### config.mk
export PLATFORM = sky130hd
export DESIGN_NAME = bounce_counter
export DESIGN_NICKNAME = d
export VERILOG_FILES = /design/src/rtl/bounce_counter_pkg.sv /design/src/rtl/bounce_counter.sv
export SDC_FILE = /design/constraint.sdc
export NUM_CORES = 1
export LEC_CHECK = 0
export ABC_AREA = 1
export CORE_UTILIZATION = 31
export DETAILED_ROUTE_END_ITERATION = 7
export GPL_ROUTABILITY_DRIVEN = 0
export PLACE_DENSITY = 0.63
export SYNTH_ARGS = -nofsm -noshare
export SYNTH_HDL_FRONTEND = slang
export SYNTH_SLANG_ARGS = --single-unit
### constraint.sdc
create_clock -name i_clk -period 2.3 [get_ports i_clk]
set_input_delay 0.69 -clock i_clk [delete_from_list [all_inputs] [get_ports i_clk]]
set_output_delay 0.69 -clock i_clk [all_outputs]
set_load 0.03 [all_outputs]
### src/rtl/bounce_counter_pkg.sv
// bounce_counter_pkg: count modes and direction constants shared by the counter and its bench
package bounce_counter_pkg;
  typedef enum logic [1:0] {
    MODE_UP     = 2'b00,
    MODE_DOWN   = 2'b01,
    MODE_BOUNCE = 2'b10,
    MODE_HOLD   = 2'b11
  } mode_e;
  localparam logic DIR_UP   = 1'b0;
  localparam logic DIR_DOWN = 1'b1;
endpackage

### src/rtl/bounce_counter.sv
// bounce_counter: up/down/ping-pong counter with run-time bounds; BOUNCE_TURN_CNT_EN adds a saturating reversal counter
module bounce_counter
  import bounce_counter_pkg::*;
#(
  parameter int WIDTH   = 4,
  parameter int RST_VAL = 0,
  parameter int TURN_W  = 8
) (
  input  logic              i_clk,
  input  logic              i_rst_n,
  input  logic              i_en,
  input  logic [1:0]        i_mode,
  input  logic [WIDTH-1:0]  i_lo,
  input  logic [WIDTH-1:0]  i_hi,
  input  logic              i_load,
  input  logic [WIDTH-1:0]  i_load_val,
  output logic [WIDTH-1:0]  o_count,
  output logic              o_dir,
  output logic              o_at_lo,
  output logic              o_at_hi,
  output logic              o_wrap,
  output logic              o_turn,
  output logic              o_cfg_err,
  output logic [TURN_W-1:0] o_turn_cnt
);
  logic [WIDTH-1:0] r_count, w_count_nxt;
  logic             r_dir, w_dir_nxt, r_wrap, w_wrap_nxt, r_turn, w_turn_nxt;
  logic             w_cfg_err, w_in_range;
  mode_e            w_mode;
  assign w_mode     = mode_e'(i_mode);
  assign w_cfg_err  = i_hi <= i_lo;
  assign w_in_range = r_count >= i_lo && r_count <= i_hi;
  always_comb begin
    w_count_nxt = r_count;
    w_dir_nxt   = r_dir;
    w_wrap_nxt  = 1'b0;
    w_turn_nxt  = 1'b0;
    if (w_cfg_err) begin
      w_count_nxt = i_lo;
      w_dir_nxt   = DIR_UP;
    end else if (i_load) begin
      w_count_nxt = (i_load_val >= i_lo && i_load_val <= i_hi) ? i_load_val : i_lo;
      // loading onto an endpoint points dir away from it so the next step stays in range
      if (w_mode == MODE_BOUNCE)
        w_dir_nxt = (w_count_nxt == i_hi) ? DIR_DOWN : (w_count_nxt == i_lo) ? DIR_UP : r_dir;
    end else if (i_en) begin
      case (w_mode)
        MODE_UP: begin
          w_count_nxt = (r_count < i_hi) ? r_count + 1'b1 : i_lo;
          w_wrap_nxt  = r_count >= i_hi;
        end
        MODE_DOWN: begin
          w_count_nxt = (r_count > i_lo) ? r_count - 1'b1 : i_hi;
          w_wrap_nxt  = r_count <= i_lo;
        end
        MODE_BOUNCE: begin
          if (!w_in_range) begin
            w_count_nxt = i_lo;
            w_dir_nxt   = DIR_UP;
          end else if (r_dir == DIR_UP) begin
            w_count_nxt = (r_count < i_hi) ? r_count + 1'b1 : i_hi - 1'b1;
            w_turn_nxt  = r_count == i_hi;
            w_dir_nxt   = w_turn_nxt ? DIR_DOWN : DIR_UP;
          end else begin
            w_count_nxt = (r_count > i_lo) ? r_count - 1'b1 : i_lo + 1'b1;
            w_turn_nxt  = r_count == i_lo;
            w_dir_nxt   = w_turn_nxt ? DIR_UP : DIR_DOWN;
          end
        end
        default: w_count_nxt = r_count;
      endcase
    end
  end
  always_ff @(posedge i_clk or negedge i_rst_n) begin
    if (!i_rst_n) begin
      r_count <= WIDTH'(RST_VAL);
      r_dir   <= DIR_UP;
      r_wrap  <= 1'b0;
      r_turn  <= 1'b0;
    end else begin
      r_count <= w_count_nxt;
      r_dir   <= w_dir_nxt;
      r_wrap  <= w_wrap_nxt;
      r_turn  <= w_turn_nxt;
    end
  end
`ifdef BOUNCE_TURN_CNT_EN
  logic [TURN_W-1:0] r_turn_cnt;
  always_ff @(posedge i_clk or negedge i_rst_n) begin
    if (!i_rst_n)
      r_turn_cnt <= '0;
    else if (i_load)
      r_turn_cnt <= '0;
    else if (w_turn_nxt && !(&r_turn_cnt))
      r_turn_cnt <= r_turn_cnt + 1'b1;
  end
  assign o_turn_cnt = r_turn_cnt;
`else
  assign o_turn_cnt = '0;
`endif
  assign o_count   = r_count;
  assign o_dir     = r_dir;
  assign o_wrap    = r_wrap;
  assign o_turn    = r_turn;
  assign o_cfg_err = w_cfg_err;
  assign o_at_lo   = r_count == i_lo;
  assign o_at_hi   = r_count == i_hi;
endmodule
* Word-level counts from Yosys, hierarchy flattened
Index checks and enable logic that the tools add are counted.
** Word-level totals
- Input bits :: 18
- Flip-flop bits (word level) :: 7
- Word-level logic and storage cells :: 64
** Operators by class
- Eq/ne operators :: 7
- Reductions and logical operators :: 8
- $add $sub $neg :: 4
- Muxes and demuxes :: 32
- Order comparisons :: 9
** Operators by type and width (number)
- two-way mux 4 bit :: 10
- two-way mux 1 bit :: 20
- equality test 4 bit :: 4
- <= comparator 4 bit :: 4
- >= comparator 4 bit :: 3
- case mux 4 bit (3 select lines) :: 1
- adder 4 x 1 -> 4 bit, second input constant :: 2
- subtractor 4 x 1 -> 4 bit, second input constant :: 2
- nonzero test 5 bit :: 1
- greater-than comparator 4 bit :: 1
- less-than comparator 4 bit :: 1
- != test 4 x 1 -> 1 bit, second input constant :: 1
- AND reduction 3 bit :: 1
- nonzero test 3 bit :: 1
- equality test 2 x 1 -> 1 bit, second input constant :: 1
- equality test 2 bit, second input constant :: 1
- logical AND 1 bit :: 2
- logical NOT 2 bit :: 1
- case mux 1 bit (2 select lines) :: 1
- AND reduction 2 bit :: 1
- nonzero test 2 bit :: 1

* Logic depth before layout (Yosys ltp)
- Depth after elaboration :: 9
- Mapped depth :: 19
- Gate-level depth less buffers :: 19

* Least setup slack after synthesis
OpenSTA, ideal clock, no wires.
- Kind :: in2out
- From :: input i_lo[3]
- To :: output o_cfg_err
- Path slack :: 0.019 ns
- Stages on the path :: 5
- Arrival time :: 1.591 ns
- Data required time :: 1.610 ns
- Cells stage by stage :: inv_1 ha_1 a21oi_1 o21ai_1 nand2_1
** On the way
- Word-level cells in the longest chain between the ends :: 1
** Ends and longest elaborated chain
- start, declared :: RTL line bounce_counter.sv:13 : input logic [WIDTH-1:0] i_lo,
- <= comparator 4 bit :: RTL line bounce_counter.sv:31 : assign w_cfg_err = i_hi <= i_lo;
- end, declared :: RTL line bounce_counter.sv:23 : output logic o_cfg_err,
No other way between the ends.

* Final worst setup path
- From :: input i_hi[0]
- To :: output o_at_hi
** On the way
- Word-level cells in the longest chain between the ends :: 1
** Ends and longest elaborated chain
- start, declared :: RTL line bounce_counter.sv:14 : input logic [WIDTH-1:0] i_hi,
- equality test 4 bit :: RTL line bounce_counter.sv:107 : assign o_at_hi = r_count == i_hi;
- end, declared :: RTL line bounce_counter.sv:20 : output logic o_at_hi,
No other way between the ends.

==> run metrics <==
status=finished clean; setup TNS=0 ps; clock skew=1.58 ps; Final period util=98.7%; final hold slack=around 640 ps; post-layout minimum cycle time=between 2000 and 2500 ps; CP Class=in2out; area of the mapped netlist=about 1800 um2; Warnings, synthesis=0; Mapped Cells=~290; RSZ-0062 raised after global routing=yes; CP Capture Type=output port; synthesis-stage register bit count=7; Tot Pwr=between 1.5 and 2 mW; count leader, synth=nand2_1; Critical Path AT=1580 ps; Min-Delay Path Class=reg2reg; Mean Syn Cell Area=6.26 um2; WL/cell=between 10 and 15 um; min-delay src=o_dir; Final Hold Viols=0; Post-synth top cells=nand2_1 (76), inv_1 (39), nand3_1 (33), ha_1 (27), nor2_1 (15); WHS Path Cells=2; Post-Route WL=around 6.5 mm; RR Startpoint=o_count[3]; Ports=36; global-route wire length before repair=around 11 mm; Synth area leader=ha_1; sequential share of the synthesized area=around a tenth; Pwr per Cell Area=about 540 nW/um2; Die Area=roughly 6200 um2; DIE HEIGHT=slightly below 80 um; core footprint=approximately 5600 um2; Remaining DRCs=0; Max clock buf depth=2; EDFF count, synth=0; Leak=between 1 and 1.5 nW; Final Util=53.5%; # clock sinks=7; Top FF cell, synth=dfrtp_1; Placement Rows=27; Skew-Pair Late Insertion Delay=around 230 ps; layout cell share with drive strength beyond 1=between 40% and 50%; Pre-antenna DRT Iters=5; Worst R2R Path Depth=14; DRT iter0 DRCs=146; Congestion Overflow GR=0; initial antenna violation count=0; CTS Root Cell=clkbuf_8; Synth area leaders=ha_1 (18%), nand2_1 (15%), dfrtp_1 (9.5%); vias in the first global route=approximately 2,400; Final Max Slew Viols=0; Clock Pin Slew Worst Setup and Hold Paths=approximately 50 ps; end of the worst register-to-register path=o_count[3]; Total GRT Usage=~22%; WHS Endpoint=o_dir; top-area cell type share of the netlist area=between 15 and 20%; # diodes=0; WP data required=roughly 1600 ps; CP Max Fanout=4; hpwl dp=just under 5 mm; VDD IR max=around 0.27 mV; FMAX=around 440 MHz; Die W=79.1 um; FF-to-FF setup slack=about 180 ps; I/O Buffers=27; DR vias/cell=5.21; Setup Viol. Count Final=0; clock buffer count from CTS=3; max cap viols=0; vias=approximately 2,400; Nets=roughly 440; ANT nets after route=0; Critical Path Start Type=primary input; CTS tree=yes; ys async rst share=100%; Area growth syn-to-layout=63.0%; number of H-tree levels=1; pin count of the biggest net entering global routing=9; synth unique cells=36; Initial Util=roughly 33%
cell type report:
cell class	instances	area (um2)
fill	548	2610
multi-input combinational	239	1730
timing repair buffer	92	757
inverter	47	201
sequential	7	176
tap	72	90.1
clock buffer	4	45.0
placed cells by master, fill, tap and decap left out, types with 8 or more instances in the layout:
cell	netlist	layout
nor2_1	15	13
buf_6	1	11
nand2_2	5	14
conb_1	1	8
ha_4	0	11
clkdlybuf4s50_1	0	12
nand4_1	10	10
nand2_1	76	66
inv_2	8	10
ha_1	27	16
inv_1	39	30
buf_4	8	60
nand3_1	33	27
a21oi_2	4	9
o21ai_0	11	9
state kept, by name (all words and copies together) (netlist names):
signal   flops
o_count      4
o_turn       1
o_dir        1
o_wrap       1
cells by family after synthesis:
group / after synthesis / share of synthesized area, %
simple gates: 149 / 38.3
buf+inv: 57 / 14.3
compound gates: 47 / 16.5
fa+ha+maj: 27 / 18.4
flops: 7 / 9.52
xor+xnor: 6 / 2.86
other cells: 1 / 0.204
layer usage:
| metal | vias to the layer above | part of all wire [%] | wire [um] | GRT usage [%] |
|---|---|---|---|---|
| li1 | 1166 | - | - | - |
| met3 | 31 | 7.3 | 473 | 1.72 |
| met5 | - | 0 | 0 | 0 |
| met2 | 116 | 49 | 3180 | 39.8 |
| met4 | 0 | 3.6 | 236 | 8.36 |
| met1 | 1089 | 40 | 2600 | 26.9 |
critical path: stages:
cell      delay [ps]
clkbuf_4         150
buf_4            130
ha_1             310
nand3_4          100
inv_2             80
buf_6            120
report_power, final:
group / switching, mW / internal, mW / total (mW) / leakage (nW)
clock network: 0.0629 / 0.121 / 0.184 / 0.0228
logic: 0.697 / 0.562 / 1.26 / 1.39
registers: 0.0382 / 0.141 / 0.180 / 0.0882
total: 0.799 / 0.824 / 1.62 / 1.50
how the worst max path moves through the flow:
stage,start,to,slack (ps),cells after the start
after floorplan,i_lo[3],o_cfg_err,20,5
after global placement,i_lo[3],o_dir,-600,15
after detailed placement,i_lo[3],o_count[1],-640,12
after CTS,o_count[1],o_count[1],10,1
after global routing,i_lo[2],o_count[0],-30,14
final,i_hi[0],o_at_hi,30,6
timing repair:
item,in CTS,in global routing
pin swaps,12,20
gates resized for setup,79,50
setup buffers,8,2
endpoints found under the hold margin,0,0
hold buffers,0,0
setup endpoints to repair,10,8
gates cloned,2,0
through the flow:
stage,cells,setup slack (ps),instance area (um2)
2_1_floorplan,301,18.9,1870
3_3_place_gp,446,-600,2570
3_5_place_dp,446,-636,2570
4_1_cts,460,12.8,2860
5_1_grt,461,-34.4,3000
6_report,461,29.5,3000
No activity file was read; power rests on OpenSTA's default activity.
